<file path="src/rtl/cover_toggle_drain_if.sv">
// Drain-side handshake for cover_toggle_drain: one absolute cover index per
// accepted transfer.
interface cover_toggle_drain_if;
  logic        out_valid;
  logic [63:0] out_index;
  logic        out_ready;

  modport master (
    output out_valid,
    output out_index,
    input  out_ready
  );

  modport slave (
    input  out_valid,
    input  out_index,
    output out_ready
  );
endinterface

</file>
<file path="src/rtl/cover_toggle_drain.sv">
// Sticky capture of 64 per-cycle cover hits, round-robin selection among
// pending points, and one absolute cover index offered per handshake.
module cover_toggle_drain #(
  parameter logic [63:0] COVER_INDEX = 64'd0,
  parameter logic [63:0] COVER_TOTAL = 64'd10906
) (
  input  logic                        clock,
  input  logic                        reset,
  input  logic [63:0]                 valid,
  input  logic                        dedup_en,
  input  logic                        clear,
  output logic                        busy,
  output logic [6:0]                  covered_cnt,
  output logic [15:0]                 coalesce_cnt,
  cover_toggle_drain_if.master        drain
);

  typedef enum logic [0:0] {
    ST_IDLE  = 1'b0,
    ST_OFFER = 1'b1
  } state_t;

  state_t      state_r;
  logic [63:0] pending_r;
  logic [63:0] covered_r;
  logic [5:0]  rr_ptr_r;
  logic        out_valid_r;
  logic [63:0] out_index_r;
  logic [6:0]  covered_cnt_r;
  logic [15:0] coalesce_cnt_r;

  logic [6:0]  pick_s;
  logic [5:0]  sel_s;
  logic        handshake_s;
  logic        load_s;
  logic [63:0] loaded_bit_s;
  logic [63:0] covered_next_s;
  logic [63:0] new_s;
  logic [63:0] coal_s;
  logic [16:0] coal_sum_s;
  logic [63:0] sel_index_s;

  // Returns {found, index} of the first set bit scanning upward from ptr,
  // wrapping 63 -> 0; the downward loop lets the nearest candidate win.
  function automatic logic [6:0] rr_pick(input logic [63:0] vec, input logic [5:0] ptr);
    logic [6:0] res;
    logic [5:0] idx;
    res = 7'd0;
    for (int i = 63; i >= 0; i--) begin
      idx = ptr + i[5:0];
      if (vec[idx]) begin
        res = {1'b1, idx};
      end
    end
    return res;
  endfunction

  function automatic logic [6:0] popcount64(input logic [63:0] v);
    logic [6:0] c;
    c = 7'd0;
    for (int i = 0; i < 64; i++) begin
      c = c + {6'd0, v[i]};
    end
    return c;
  endfunction

  // Selection, load decision and hit masking for the current cycle.
  always_comb begin
    pick_s       = rr_pick(pending_r, rr_ptr_r);
    sel_s        = pick_s[5:0];
    handshake_s  = out_valid_r & drain.out_ready;
    load_s       = 1'b0;
    case (state_r)
      ST_IDLE:  load_s = ~clear & pick_s[6];
      ST_OFFER: load_s = ~clear & pick_s[6] & handshake_s;
      default:  load_s = 1'b0;
    endcase
    if (load_s) begin
      loaded_bit_s = 64'd1 << sel_s;
    end else begin
      loaded_bit_s = 64'd0;
    end
    if (load_s && dedup_en) begin
      covered_next_s = covered_r | loaded_bit_s;
    end else begin
      covered_next_s = covered_r;
    end
    if (dedup_en) begin
      new_s = valid & ~covered_next_s;
    end else begin
      new_s = valid;
    end
    coal_s      = new_s & pending_r & ~loaded_bit_s;
    coal_sum_s  = {1'b0, coalesce_cnt_r} + {10'd0, popcount64(coal_s)};
    sel_index_s = COVER_INDEX + {58'd0, sel_s};
  end

  // Pending/covered bookkeeping, counters and the offer FSM.
  always_ff @(posedge clock) begin
    if (reset) begin
      state_r        <= ST_IDLE;
      pending_r      <= 64'd0;
      covered_r      <= 64'd0;
      rr_ptr_r       <= 6'd0;
      out_valid_r    <= 1'b0;
      out_index_r    <= 64'd0;
      covered_cnt_r  <= 7'd0;
      coalesce_cnt_r <= 16'd0;
    end else begin
      if (clear) begin
        pending_r      <= 64'd0;
        covered_r      <= 64'd0;
        covered_cnt_r  <= 7'd0;
        coalesce_cnt_r <= 16'd0;
      end else begin
        pending_r      <= (pending_r & ~loaded_bit_s) | new_s;
        covered_r      <= covered_next_s;
        coalesce_cnt_r <= coal_sum_s[16] ? 16'hFFFF : coal_sum_s[15:0];
        // A point already covered before a dedup toggle is not counted twice.
        if (load_s && dedup_en && !covered_r[sel_s]) begin
          covered_cnt_r <= covered_cnt_r + 7'd1;
        end
        if (load_s) begin
          rr_ptr_r <= sel_s + 6'd1;
        end
      end

      case (state_r)
        ST_IDLE: begin
          if (load_s) begin
            state_r     <= ST_OFFER;
            out_valid_r <= 1'b1;
            out_index_r <= sel_index_s;
          end
        end
        ST_OFFER: begin
          if (handshake_s) begin
            if (load_s) begin
              out_index_r <= sel_index_s;
            end else begin
              state_r     <= ST_IDLE;
              out_valid_r <= 1'b0;
            end
          end
        end
        default: begin
          state_r     <= ST_IDLE;
          out_valid_r <= 1'b0;
        end
      endcase
    end
  end

  assign busy            = out_valid_r | (|pending_r);
  assign covered_cnt     = covered_cnt_r;
  assign coalesce_cnt    = coalesce_cnt_r;
  assign drain.out_valid = out_valid_r;
  assign drain.out_index = out_index_r;

endmodule

</file>
<file path="src/flat_wrapper.sv">
// flat-port wrapper written by rule: the top's interface ports become plain ports
module cover_toggle_drain_flat 
#(
  parameter logic [63:0] COVER_INDEX = 64'd0,
  parameter logic [63:0] COVER_TOTAL = 64'd10906
)
  (clock, reset, valid, dedup_en, clear, busy, covered_cnt, coalesce_cnt, drain_out_valid, drain_out_index, drain_out_ready);
  cover_toggle_drain_if drain_i ();
  input  logic clock;
  input  logic reset;
  input  logic [63:0] valid;
  input  logic dedup_en;
  input  logic clear;
  output logic busy;
  output logic [6:0] covered_cnt;
  output logic [15:0] coalesce_cnt;
  output wire logic [$bits(drain_i.out_valid)-1:0] drain_out_valid;
  output wire logic [$bits(drain_i.out_index)-1:0] drain_out_index;
  input wire logic [$bits(drain_i.out_ready)-1:0] drain_out_ready;
  assign drain_out_valid = drain_i.out_valid;
  assign drain_out_index = drain_i.out_index;
  assign drain_i.out_ready = drain_out_ready;
  cover_toggle_drain #(.COVER_INDEX(COVER_INDEX), .COVER_TOTAL(COVER_TOTAL)) u_core (.clock(clock), .reset(reset), .valid(valid), .dedup_en(dedup_en), .clear(clear), .busy(busy), .covered_cnt(covered_cnt), .coalesce_cnt(coalesce_cnt), .drain(drain_i));
endmodule
</file>
<file path="config.mk">
export PLATFORM = sky130hd
export DESIGN_NAME = cover_toggle_drain_flat
export DESIGN_NICKNAME = d
export VERILOG_FILES = /design/src/rtl/cover_toggle_drain_if.sv /design/src/rtl/cover_toggle_drain.sv /design/src/flat_wrapper.sv
export SDC_FILE = /design/constraint.sdc
export NUM_CORES = 1
export LEC_CHECK = 0
export CAP_MARGIN = 20
export CELL_PAD_IN_SITES_DETAIL_PLACEMENT = 0
export CELL_PAD_IN_SITES_GLOBAL_PLACEMENT = 2
export CORE_MARGIN = 5
export CORE_UTILIZATION = 40
export DETAILED_ROUTE_END_ITERATION = 6
export PLACE_DENSITY = 0.87
export RECOVER_POWER = 100
export REMOVE_ABC_BUFFERS = 1
export SLEW_MARGIN = 5
export SYNTH_ARGS = -nofsm -noshare
export SYNTH_HDL_FRONTEND = slang
export SYNTH_SLANG_ARGS = --single-unit
</file>
<file path="constraint.sdc">
create_clock -name clock -period 35.2 [get_ports clock]
set_input_delay 3.52 -clock clock [delete_from_list [all_inputs] [get_ports clock]]
set_output_delay 3.52 -clock clock [all_outputs]
set_load 0.1 [all_outputs]
</file>
Word level (Yosys, flattened, before mapping)
Index checks and enable logic that the tools add are counted.
Cells by class
  $add $sub $neg: 129
  $mul: 0
  div/mod/pow operators: 0
  $lt $le $gt $ge: 65
  equal/unequal tests: 3
  shifts and indexed selects: 1
  multiplexer cells: 209
  bitwise gates (word level): 14
  reductions and logical operators: 7
Operator list (number)
  < comparator 6 x 7 -> 1 bit, second input constant: 65
  2-to-1 mux 7 bit: 64
  adder 7 x 1 -> 7 bit: 62
  binary-select mux 1 bit (select 6 bit): 65
  2-to-1 mux 64 bit: 5
  bitwise AND 64 bit: 4
  adder 6 bit, second input constant: 32
  NOT 64 bit: 2
  bitwise OR 64 bit: 2
  one-hot mux 64 bit (2 select lines): 1
  adder 6 x 5 -> 6 bit, second input constant: 16
  2-to-1 mux 1 bit: 70
  OR reduction 64 bit: 1
  << shifter 1 x 6 -> 64 bit, first input constant: 1
  adder 6 x 4 -> 6 bit, second input constant: 8
  adder 6 x 3 -> 6 bit, second input constant: 4
  adder 16 x 7 -> 17 bit: 1
  2-to-1 mux 16 bit: 1
  adder 6 x 1 -> 6 bit, second input constant: 2
  adder 6 x 2 -> 6 bit, second input constant: 2
  adder 7 x 1 -> 7 bit, second input constant: 1
  one-hot mux 1 bit (2 select lines): 3
  inequality test 2 bit, second input constant: 2
  bitwise AND 1 bit: 3
  other kinds (9): 11
Word-level totals
  register bits: 223
  latch bits: 0
  memory bits (writable): 0
  memory bits (read-only): 0
  output and inout bits: 89
  memories kept: 0

Depth between registers and ports, before layout
Gate-level depths: netlist (run 1).
  word-level depth: 143
  depth in mapped cells: 60
  depth with buffers taken out: 51

Worst setup path after synthesis (run 1)
Ideal clock, no wire load.
  path kind: register to register
  start: register u_core.rr_ptr_r[1]
  end: register u_core.coalesce_cnt_r[10], in the netlist u_core.coalesce_cnt[10]
  arrival time: 14263 ps
  required time: 35067 ps
  slack: 20804 ps
  stages on the path, launching flop included: 54
  path buffers: 11
  period minus slack after synthesis: 14396 ps
  path through: dfxtp_1 buf_4 buf_4 buf_2 clkbuf_1 inv_1 clkbuf_1 ha_1 buf_1 clkbuf_1 mux4_2 mux2i_1 mux2i_1 mux4_2 buf_2 a2111oi_1 a311oi_1 a211o_1 [18 not listed] fa_1 inv_1 fa_1 fa_1 inv_1 fa_1 inv_1 fa_1 a21oi_1 nor2_1 nor2_1 o21bai_1 a21oi_1 nor2b_1 o21ai_0 or3_1 clkbuf_1 a21oi_1
Between the ends
  cells in the longest elaborated chain, start to end: 143
  elaborated cells on any way between the ends: 334
  classes of those cells: add/sub (127); shift (1); mux (197); bitwise (8); reduce/logical (1)
Ends and longest elaborated chain
  start, declared: RTL line cover_toggle_drain.sv:26  | logic [5:0] rr_ptr_r;
  start signal, assigned: RTL line cover_toggle_drain.sv:124  | rr_ptr_r <= sel_s + 6'd1;
  adder 6 bit: RTL line cover_toggle_drain.sv:50  | idx = ptr + i[5:0];
  binary-select mux 1 bit (select 6 bit): RTL line cover_toggle_drain.sv:51  | if (vec[idx]) begin
  2-to-1 mux 1 bit (implied by the code): RTL line cover_toggle_drain.sv:51
  2-to-1 mux 7 bit (63 in a row): RTL line cover_toggle_drain.sv:51
  2-to-1 mux 7 bit *: RTL line cover_toggle_drain.sv:51
  bitwise AND 1 bit: RTL line cover_toggle_drain.sv:74, cover_toggle_drain.sv:75
  bitwise AND 1 bit: RTL line cover_toggle_drain.sv:75  | ST_OFFER: load_s = ~clear & pick_s[6] & handshake_s;
  one-hot mux 1 bit (2 select lines): RTL line cover_toggle_drain.sv:73  | case (state_r)
  [5 not listed]
  2-to-1 mux 64 bit: RTL line cover_toggle_drain.sv:88  | if (dedup_en) begin
  bitwise AND 64 bit: RTL line cover_toggle_drain.sv:93  | coal_s = new_s & pending_r & ~loaded_bit_s;
  bitwise AND 64 bit *: RTL line cover_toggle_drain.sv:93
  adder 1 x 1 -> 2 bit: RTL line cover_toggle_drain.sv:62  | c = c + {6'd0, v[i]};
  adder 7 x 1 -> 7 bit (61 in a row): RTL line cover_toggle_drain.sv:62
  adder 7 x 1 -> 7 bit *: RTL line cover_toggle_drain.sv:62
  adder 16 x 7 -> 17 bit *: RTL line cover_toggle_drain.sv:94  | coal_sum_s = {1'b0, coalesce_cnt_r} + {10'd0, popcount64(coal_s)};
  2-to-1 mux 16 bit *: RTL line cover_toggle_drain.sv:118  | coalesce_cnt_r <= coal_sum_s[16] ? 16'hFFFF : coal_sum_s[15:0];
  end signal, assigned: RTL line cover_toggle_drain.sv:118
  end, declared: RTL line cover_toggle_drain.sv:30  | logic [15:0] coalesce_cnt_r;
Every way passes the cells marked *; elsewhere a longest branch is shown, timed or not. The select of a mux whose other input is x is not followed.
A chain may end at the register's enable or synchronous reset.

Worst setup path in the final report (run 1)
  start: register u_core.rr_ptr_r[1]
  end: register u_core.coalesce_cnt_r[2], in the netlist u_core.coalesce_cnt[2]
Same word-level chain as after synthesis.

==> load_flow_metrics.sql, run 1 <==
INSERT INTO impl_metrics (metric_group, metric, value, unit) VALUES
('logic_synthesis', 'synth_commonest_cells', 'sky130_fd_sc_hd__nor2_1, sky130_fd_sc_hd__a21oi_1, sky130_fd_sc_hd__nand2_1', ''),
('timing', 'timing_hold_violations_final', '0', ''),
('setup_path', 'critical_path.most_common_cell', 'sky130_fd_sc_hd__fa_1', ''),
('grt', 'first_global_vias', '24615', ''),
('placed_design', 'place_ws', '18790', 'ps'),
('logic_synthesis', 'synth_warnings', '0', ''),
('timing', 'timing.final.ws_setup', '15650', 'ps'),
('setup_path', 'critPathMaxStageDelay', '1740', 'ps'),
('logic_synthesis', 'ys_types', '98', ''),
('timing', 'final.setup.tns', '0', 'ps'),
('cts', 'cts-buffers-inserted', '17', ''),
('detailed_routing', 'highest_layer', 'met4', ''),
('min_path', 'holdPathEnd', 'u_core.covered_cnt[6]$_SDFFE_PP0P_', ''),
('detailed_routing', 'wl_per_cell', '34.0', 'microns'),
('run', 'max_cap_viol_count', '3', ''),
('logic_synthesis', 'synth_async_sr_flop_share', '0', '%'),
('cts', 'clkLatencyLatePin', '460', 'ps'),
('die', 'placeableCoreArea', '57600', 'sq um'),
('die', 'floorplan.die_area', '62900', 'sq um'),
('grt', 'grt_max_degree', '100', ''),
('final_layout', 'area_occupied_by_multi_input_gates', '18500', 'sq um'),
('timing', 'final_max_slew_viol_count', '88', ''),
('min_path', 'min_path_type', 'reg -> reg', ''),
('grt', 'grt_antenna_before_repair', '3', ''),
('timing', 'relSlewSlack', '-39.8', '%'),
('min_path', 'worstHoldPathCells', '2', ''),
('status', 'outcome', 'finished, violations left', ''),
('detailed_routing', 'count_of_tritonroute_iterations_in_the_first_routing_pass', '7', ''),
('setup_path', 'worst_ep_arrival_time', '19830', 'ps'),
('timing', 'rsz_0062_raised_after_global_routing', 'no', ''),
('cts', 'cts.repair.resized', '0', ''),
('grt', 'grt_first_pass_wirelength', '177000', 'microns'),
('setup_path', 'crit_fanout', '40', ''),
('logic_synthesis', 'dominant_cell_type_by_area_after_synthesis', 'sky130_fd_sc_hd__mux4_2', ''),
('die', 'placement_rows', '88', ''),
('detailed_routing', 'via_count', '25609', ''),
('logic_synthesis', 'sequential_to_total_area_share_from_yosys_stat', '14.2', '%'),
('setup_path', 'worst-endpoint-required', '35480', 'ps'),
('die', 'die-width', '251', 'microns'),
('setup_path', 'worst_reg2reg_path_length_in_cells', '44', ''),
('detailed_routing', 'drt-initial-drc-count', '3825', ''),
('setup_path', 'setup.worst_path.class', 'reg -> reg', ''),
('cts', 'count_of_hold_buffers_inserted_by_post_cts_repair', '0', ''),
('die', 'start_util', '40.3', '%'),
('grt', 'globalRoute.totalOverflow', '0', ''),
('timing', 'final.period_utilization', '55.5', '%'),
('logic_synthesis', 'post-synth-top-area-fraction', '14.9', '%'),
('setup_path', 'critPathLaunchType', 'register', ''),
('detailed_routing', 'drt_wl_total', '124000', 'microns'),
('setup_path', 'timing.critical_path.slowest_stage_cell', 'sky130_fd_sc_hd__dfxtp_1', ''),
('cts', 'clock_sink_count', '165', ''),
('timing', 'worstMarginPinSlew', '2090', 'ps'),
('detailed_routing', 'met2_wirelength', '53200', 'microns'),
('cts', 'clk_pin_slew_worst_setup_hold_paths', '80', 'ps'),
('setup_path', 'rrSetupSlack', '15650', 'ps'),
('logic_synthesis', 'syn_inst', '2832', ''),
('cts', 'tritoncts_clock_tree', 'done', ''),
('logic_synthesis', 'area_of_the_mapped_netlist', '23200', 'sq um'),
('final_layout', 'final_layout_size_suffix_gt1_share', '14.4', '%'),
('logic_synthesis', 'synth_most_common_cell', 'sky130_fd_sc_hd__nor2_1', ''),
('final_layout', 'areaGrowthSynthToFinish', '9.86', '%'),
('die', 'ios', '158', ''),
('logic_synthesis', 'ys_ff_latch', '165', ''),
('die', 'dieHeight', '251', 'microns'),
('setup_path', 'reg_to_reg_startpoint', 'u_core.rr_ptr_r[1]$_SDFFE_PP0P_', ''),
('status', 'violations_in_the_final_reports', 'design-rule violations, max-capacitance violations, max-slew violations', ''),
('logic_synthesis', 'postSynthAreaPerCell', '8.19', 'sq um'),
('final_layout', 'final.fill_count', '5785', ''),
('logic_synthesis', 'synth_flop_cell', 'sky130_fd_sc_hd__dfxtp_1', ''),
('timing', 'setup-violations-final', '0', ''),
('detailed_routing', 'remaining_drc_errors', '7', '');
==> critical path: cells and delay by family (launching register included) <==
family / cells / cell delay, ps
multiplexers: 1 / 470
buffers and inverters: 7 / 2440
AND/OR/NAND/NOR: 10 / 3430
AO/OA/AOI/OAI: 12 / 4250
adder cells (fa/ha/maj): 13 / 6520
XOR/XNOR: 1 / 450
flip-flops: 1 / 1740
==> cell type report <==
cell class / count / share of cell area [%]
Antenna cell: 4 / 0.0393
Clock buffer: 18 / 1.68
Clock inverter: 14 / 0.785
Inverter: 104 / 1.54
Multi-Input combinational cell: 2386 / 72.7
Sequential cell: 165 / 13.0
Tap cell: 765 / 3.76
Timing Repair Buffer: 190 / 6.49
==> stage by stage <==
stage	hold WS, ps	utilization [%]	area [sq um]	cells
after floorplan	452	-	22200	2655
after global placement	461	43.2	24900	3607
after detailed placement	483	43.3	24900	3610
after CTS	490	44.4	25500	3642
after global routing	523	44.2	25500	3642
final	486	44.3	25500	3646
==> kinds of logic (layout without fill, tap and decap cells) <==
| group | after synthesis | after routing | share of synthesized area, % |
|---|---|---|---|
| compound gates | 848 | 848 | 23.9 |
| xor+xnor | 99 | 99 | 3.83 |
| fa+ha+maj | 99 | 99 | 7.12 |
| buf+inv | 338 | 326 | 6.91 |
| flops | 165 | 165 | 14.2 |
| mux | 387 | 387 | 25.4 |
| other cells | 1 | 62 | 0.0162 |
| simple gates | 895 | 895 | 18.6 |
==> metal layers <==
| layer | track usage (%) | up-vias |
|---|---|---|
| met5 | 0 | - |
| met4 | 28.2 | 0 |
| met3 | 10.6 | 611 |
| met2 | 57.6 | 2104 |
| met1 | 45.0 | 12220 |
| li1 | - | 10674 |
==> registers in the layout, summed over array words and instances (netlist names) <==
register                cells
u_core.covered_r           64
u_core.pending_r           64
u_core.coalesce_cnt        16
u_core.covered_cnt          7
u_core.drain.out_index      6
u_core.rr_ptr_r             6
u_core.drain.out_valid      1
u_core.state_r              1
==> placed cells by master, fill, tap and decap left out, types with 33 or more instances in the layout <==
master                            Yosys  layout
sky130_fd_sc_hd__nor2_1             258     258
sky130_fd_sc_hd__a21oi_1            240     239
sky130_fd_sc_hd__nand2_1            224     225
sky130_fd_sc_hd__o21ai_0            208     208
sky130_fd_sc_hd__mux2i_1            167     166
sky130_fd_sc_hd__dfxtp_1            165     160
sky130_fd_sc_hd__mux4_2             153     153
sky130_fd_sc_hd__nand3_1            104     104
sky130_fd_sc_hd__inv_1               98      98
sky130_fd_sc_hd__buf_4               66      84
sky130_fd_sc_hd__xnor2_1             80      76
sky130_fd_sc_hd__clkdlybuf4s50_1      0      68
sky130_fd_sc_hd__mux2_2              63      63
sky130_fd_sc_hd__conb_1               1      58
sky130_fd_sc_hd__fa_1                55      55
sky130_fd_sc_hd__ha_1                44      44
sky130_fd_sc_hd__or2_2               44      43
sky130_fd_sc_hd__nor3_1              40      40
sky130_fd_sc_hd__nand4_1             40      40
sky130_fd_sc_hd__o211ai_1            34      34
sky130_fd_sc_hd__a21o_1              33      33
==> worst max path at each step <==
stage	startpoint	to	slack, ps	cells after the start
after detailed placement	u_core.rr_ptr_r[1]$_SDFFE_PP0P_	u_core.coalesce_cnt[2]$_SDFF_PP0_	18790	44
after global routing	u_core.rr_ptr_r[1]$_SDFFE_PP0P_	u_core.coalesce_cnt[6]$_SDFF_PP0_	15280	49
after global placement	u_core.rr_ptr_r[1]$_SDFFE_PP0P_	u_core.coalesce_cnt[0]$_SDFF_PP0_	18750	44
final	u_core.rr_ptr_r[1]$_SDFFE_PP0P_	u_core.coalesce_cnt[2]$_SDFF_PP0_	15650	44
after CTS	u_core.rr_ptr_r[1]$_SDFFE_PP0P_	u_core.coalesce_cnt[2]$_SDFF_PP0_	18770	44
after floorplan	u_core.rr_ptr_r[0]$_SDFFE_PP0P_	u_core.coalesce_cnt[0]$_SDFF_PP0_	16650	47
Power of run 1 is left out: the tool's default activity adds up to more than one toggle a clock period on the data nets, which glitch-free logic cannot reach.
==> run 2, diff against run 1 <==
--- a/config.mk
+++ b/config.mk
@@ -9,9 +9,9 @@
 export CELL_PAD_IN_SITES_DETAIL_PLACEMENT = 0
 export CELL_PAD_IN_SITES_GLOBAL_PLACEMENT = 2
 export CORE_MARGIN = 5
-export CORE_UTILIZATION = 40
+export CORE_UTILIZATION = 38
 export DETAILED_ROUTE_END_ITERATION = 6
-export PLACE_DENSITY = 0.87
+export PLACE_DENSITY = 0.83
 export RECOVER_POWER = 100
 export REMOVE_ABC_BUFFERS = 1
 export SLEW_MARGIN = 5
==> constraint.sdc (replaced) <==
create_clock -name clock -period 18.4 [get_ports clock]
set_input_delay 1.84 -clock clock [delete_from_list [all_inputs] [get_ports clock]]
set_output_delay 1.84 -clock clock [all_outputs]
set_load 0.1 [all_outputs]
==> run 2 against run 1 <==
  * The run still ends with design-rule violations, max-capacitance violations, max-slew violations left
  * Count of clock-buffer cells in the layout decreased by 1
  * Critical endpoint is now u_core.coalesce_cnt[0]$_SDFF_PP0_
  * Sequential share of layout area shrank 0.058 points
  * Design area rose by 0.45%
  * Non-clock buffer count increased by 17
  * Worst hold slack worse by 13 ps
  * Highest routed layer is now met5
  * Largest cell class unchanged
  * Flip-flop and latch count is the same
  * Critical path depth did not move
  * Utilization shrank 1.9 points
==> load_flow_metrics.sql, run 2 (synthesis gave the netlist of run 1 again) <==
INSERT INTO impl_metrics (metric_group, metric, value, unit) VALUES
('detailed_routing', 'wl_per_cell', '37.1', 'microns'),
('detailed_routing', 'drt-initial-drc-count', '3718', ''),
('placed_design', 'place_ws', '2200', 'ps'),
('cts', 'clk_root_buffer_cell', 'sky130_fd_sc_hd__clkbuf_16', ''),
('grt', 'grt_first_pass_wirelength', '190000', 'microns'),
('timing', 'worstMarginPinSlew', '1540', 'ps'),
('placed_design', 'place_congestion', '1.07', ''),
('run', 'max_cap_viol_count', '2', ''),
('cts', 'cts_htree_levels', '4', ''),
('cts', 'cts-buffers-inserted', '17', ''),
('final_layout', 'final_cell_mix', 'sky130_fd_sc_hd__nor2_1, sky130_fd_sc_hd__a21oi_1, sky130_fd_sc_hd__nand2_1, sky130_fd_sc_hd__o21ai_0, sky130_fd_sc_hd__mux2i_1', ''),
('status', 'outcome', 'finished, violations left', ''),
('die', 'placeableCoreArea', '60500', 'sq um'),
('grt', 'track_usage', '39.4', '%'),
('timing', 'maxClockFrequency', '58.0', 'MHz'),
('detailed_routing', 'count_of_tritonroute_iterations_in_the_first_routing_pass', '7', ''),
('die', 'floorplan.die_area', '66100', 'sq um'),
('placed_design', 'placed_cells_incl_taps', '3643', ''),
('timing', 'final.period_utilization', '93.7', '%'),
('timing', 'timing.clock.skew', '13.0', 'ps'),
('placed_design', 'port-buffer-count', '99', ''),
('cts', 'count_of_hold_buffers_inserted_by_post_cts_repair', '0', ''),
('cts', 'clkLatencyLatePin', '450', 'ps'),
('detailed_routing', 'via_count', '25880', ''),
('cts', 'clk_pin_slew_worst_setup_hold_paths', '80', 'ps'),
('final_layout', 'register_area', '3310', 'sq um'),
('die', 'die-width', '257', 'microns'),
('cts', 'tritoncts_clock_tree', 'done', ''),
('final_layout', 'area_occupied_by_multi_input_gates', '18600', 'sq um'),
('setup_path', 'setup.worst_path.end_class', 'register', ''),
('setup_path', 'timing.critical_path.slowest_stage_cell', 'sky130_fd_sc_hd__a21oi_1', ''),
('placed_design', 'hpwlAfterDp', '109000', 'microns'),
('timing', 'timing_hold_violations_final', '0', ''),
('setup_path', 'crit_fanout', '36', ''),
('detailed_routing', 'drt_wl_total', '136000', 'microns'),
('final_layout', 'layout_commonest_cell', 'sky130_fd_sc_hd__nor2_1', ''),
('timing', 'timing.final.ws_setup', '1160', 'ps'),
('grt', 'grt_antenna_before_repair', '4', ''),
('die', 'ios', '158', ''),
('grt', 'grt_max_degree', '100', ''),
('setup_path', 'worst_ep_arrival_time', '17520', 'ps'),
('final_layout', 'final.fill_count', '6039', ''),
('die', 'dieHeight', '257', 'microns'),
('setup_path', 'setup.worst_path.class', 'reg -> reg', ''),
('status', 'violations_in_the_final_reports', 'design-rule violations, max-capacitance violations, max-slew violations', ''),
('grt', 'globalRoute.totalOverflow', '0', ''),
('setup_path', 'critical_path.most_common_cell', 'sky130_fd_sc_hd__fa_1', ''),
('die', 'start_util', '38.4', '%'),
('cts', 'cts-root-to-sink-buffers', '2', ''),
('grt', 'first_global_vias', '24708', ''),
('detailed_routing', 'detail-route-antenna-nets', '0', ''),
('final_layout', 'layoutNonFillerInstCount', '3677', ''),
('final_layout', 'areaGrowthSynthToFinish', '10.4', '%'),
('cts', 'cts.repair.resized', '0', ''),
('timing', 'timing.final.crit_period', '17240', 'ps'),
('detailed_routing', 'vias_per_cell', '7.04', ''),
('min_path', 'min_path_type', 'reg -> reg', ''),
('cts', 'clock_sink_count', '165', ''),
('setup_path', 'critPathLaunchType', 'register', ''),
('timing', 'rsz_0062_raised_after_global_routing', 'no', ''),
('die', 'placement_rows', '90', ''),
('setup_path', 'worst-endpoint-required', '18680', 'ps'),
('timing', 'final_max_slew_viol_count', '33', ''),
('setup_path', 'critPathMaxStageDelay', '1170', 'ps'),
('final_layout', 'finalCoreUtilization', '42.3', '%'),
('final_layout', 'num-nets-final', '3049', ''),
('timing', 'relSlewSlack', '-2.80', '%'),
('cts', 'cts_post_setup_buffers_inserted', '0', ''),
('detailed_routing', 'remaining_drc_errors', '31', ''),
('timing', 'setup-violations-final', '0', ''),
('final_layout', 'final_layout_size_suffix_gt1_share', '14.9', '%');
[run 2: worst max-delay path, delay by kind of cell (launching register included)]
family	cells	cell delay, ps
AO/OA/AOI/OAI	17	6180
XOR/XNOR	1	820
adder cells (fa/ha/maj)	12	5810
buffers and inverters	7	2040
flip-flops	1	440
AND/OR/NAND/NOR	7	1690
[run 2: final cells by class]
| type | instances | share of cell area, % |
|---|---|---|
| inverters | 104 | 1.53 |
| well taps | 782 | 3.82 |
| diodes | 1 | 0.00977 |
| flip-flops and latches | 165 | 12.9 |
| multi-input cells | 2386 | 72.5 |
| clock buffers | 17 | 1.66 |
| repair buffers | 207 | 6.93 |
| clock inverters | 15 | 0.586 |
[run 2: stage by stage]
stage / hold WS (ps) / instance area [sq um] / TNS [ps]
after CTS: 478 / 25700 / 0
after floorplan: 452 / 22200 / -2060
after global placement: 457 / 25100 / 0
after detailed placement: 465 / 25100 / 0
final: 473 / 25600 / 0
after global routing: 502 / 25600 / 0
[run 2: final timing paths]
path | depth (start not counted) | slack [ps] | from | to
setup / recovery | 44 | 1160 | u_core.rr_ptr_r[2]$_SDFFE_PP0P_ | u_core.coalesce_cnt[0]$_SDFF_PP0_
hold / removal | 2 | 470 | u_core.covered_cnt[6]$_SDFFE_PP0P_ | u_core.covered_cnt[6]$_SDFFE_PP0P_
setup reg to reg | 44 | 1160 | u_core.rr_ptr_r[2]$_SDFFE_PP0P_ | u_core.coalesce_cnt[0]$_SDFF_PP0_
hold reg to reg | 2 | 470 | u_core.covered_cnt[6]$_SDFFE_PP0P_ | u_core.covered_cnt[6]$_SDFFE_PP0P_
[run 2: layer usage]
| layer | GRT usage [%] | vias up | wire (microns) |
|---|---|---|---|
| li1 | - | 10718 | - |
| met4 | 30.3 | 2 | 14200 |
| met2 | 62.2 | 2020 | 60200 |
| met5 | 0 | - | 11 |
| met1 | 47.4 | 12540 | 49000 |
| met3 | 7.62 | 600 | 13100 |
Power of run 2 is left out for the same reason.
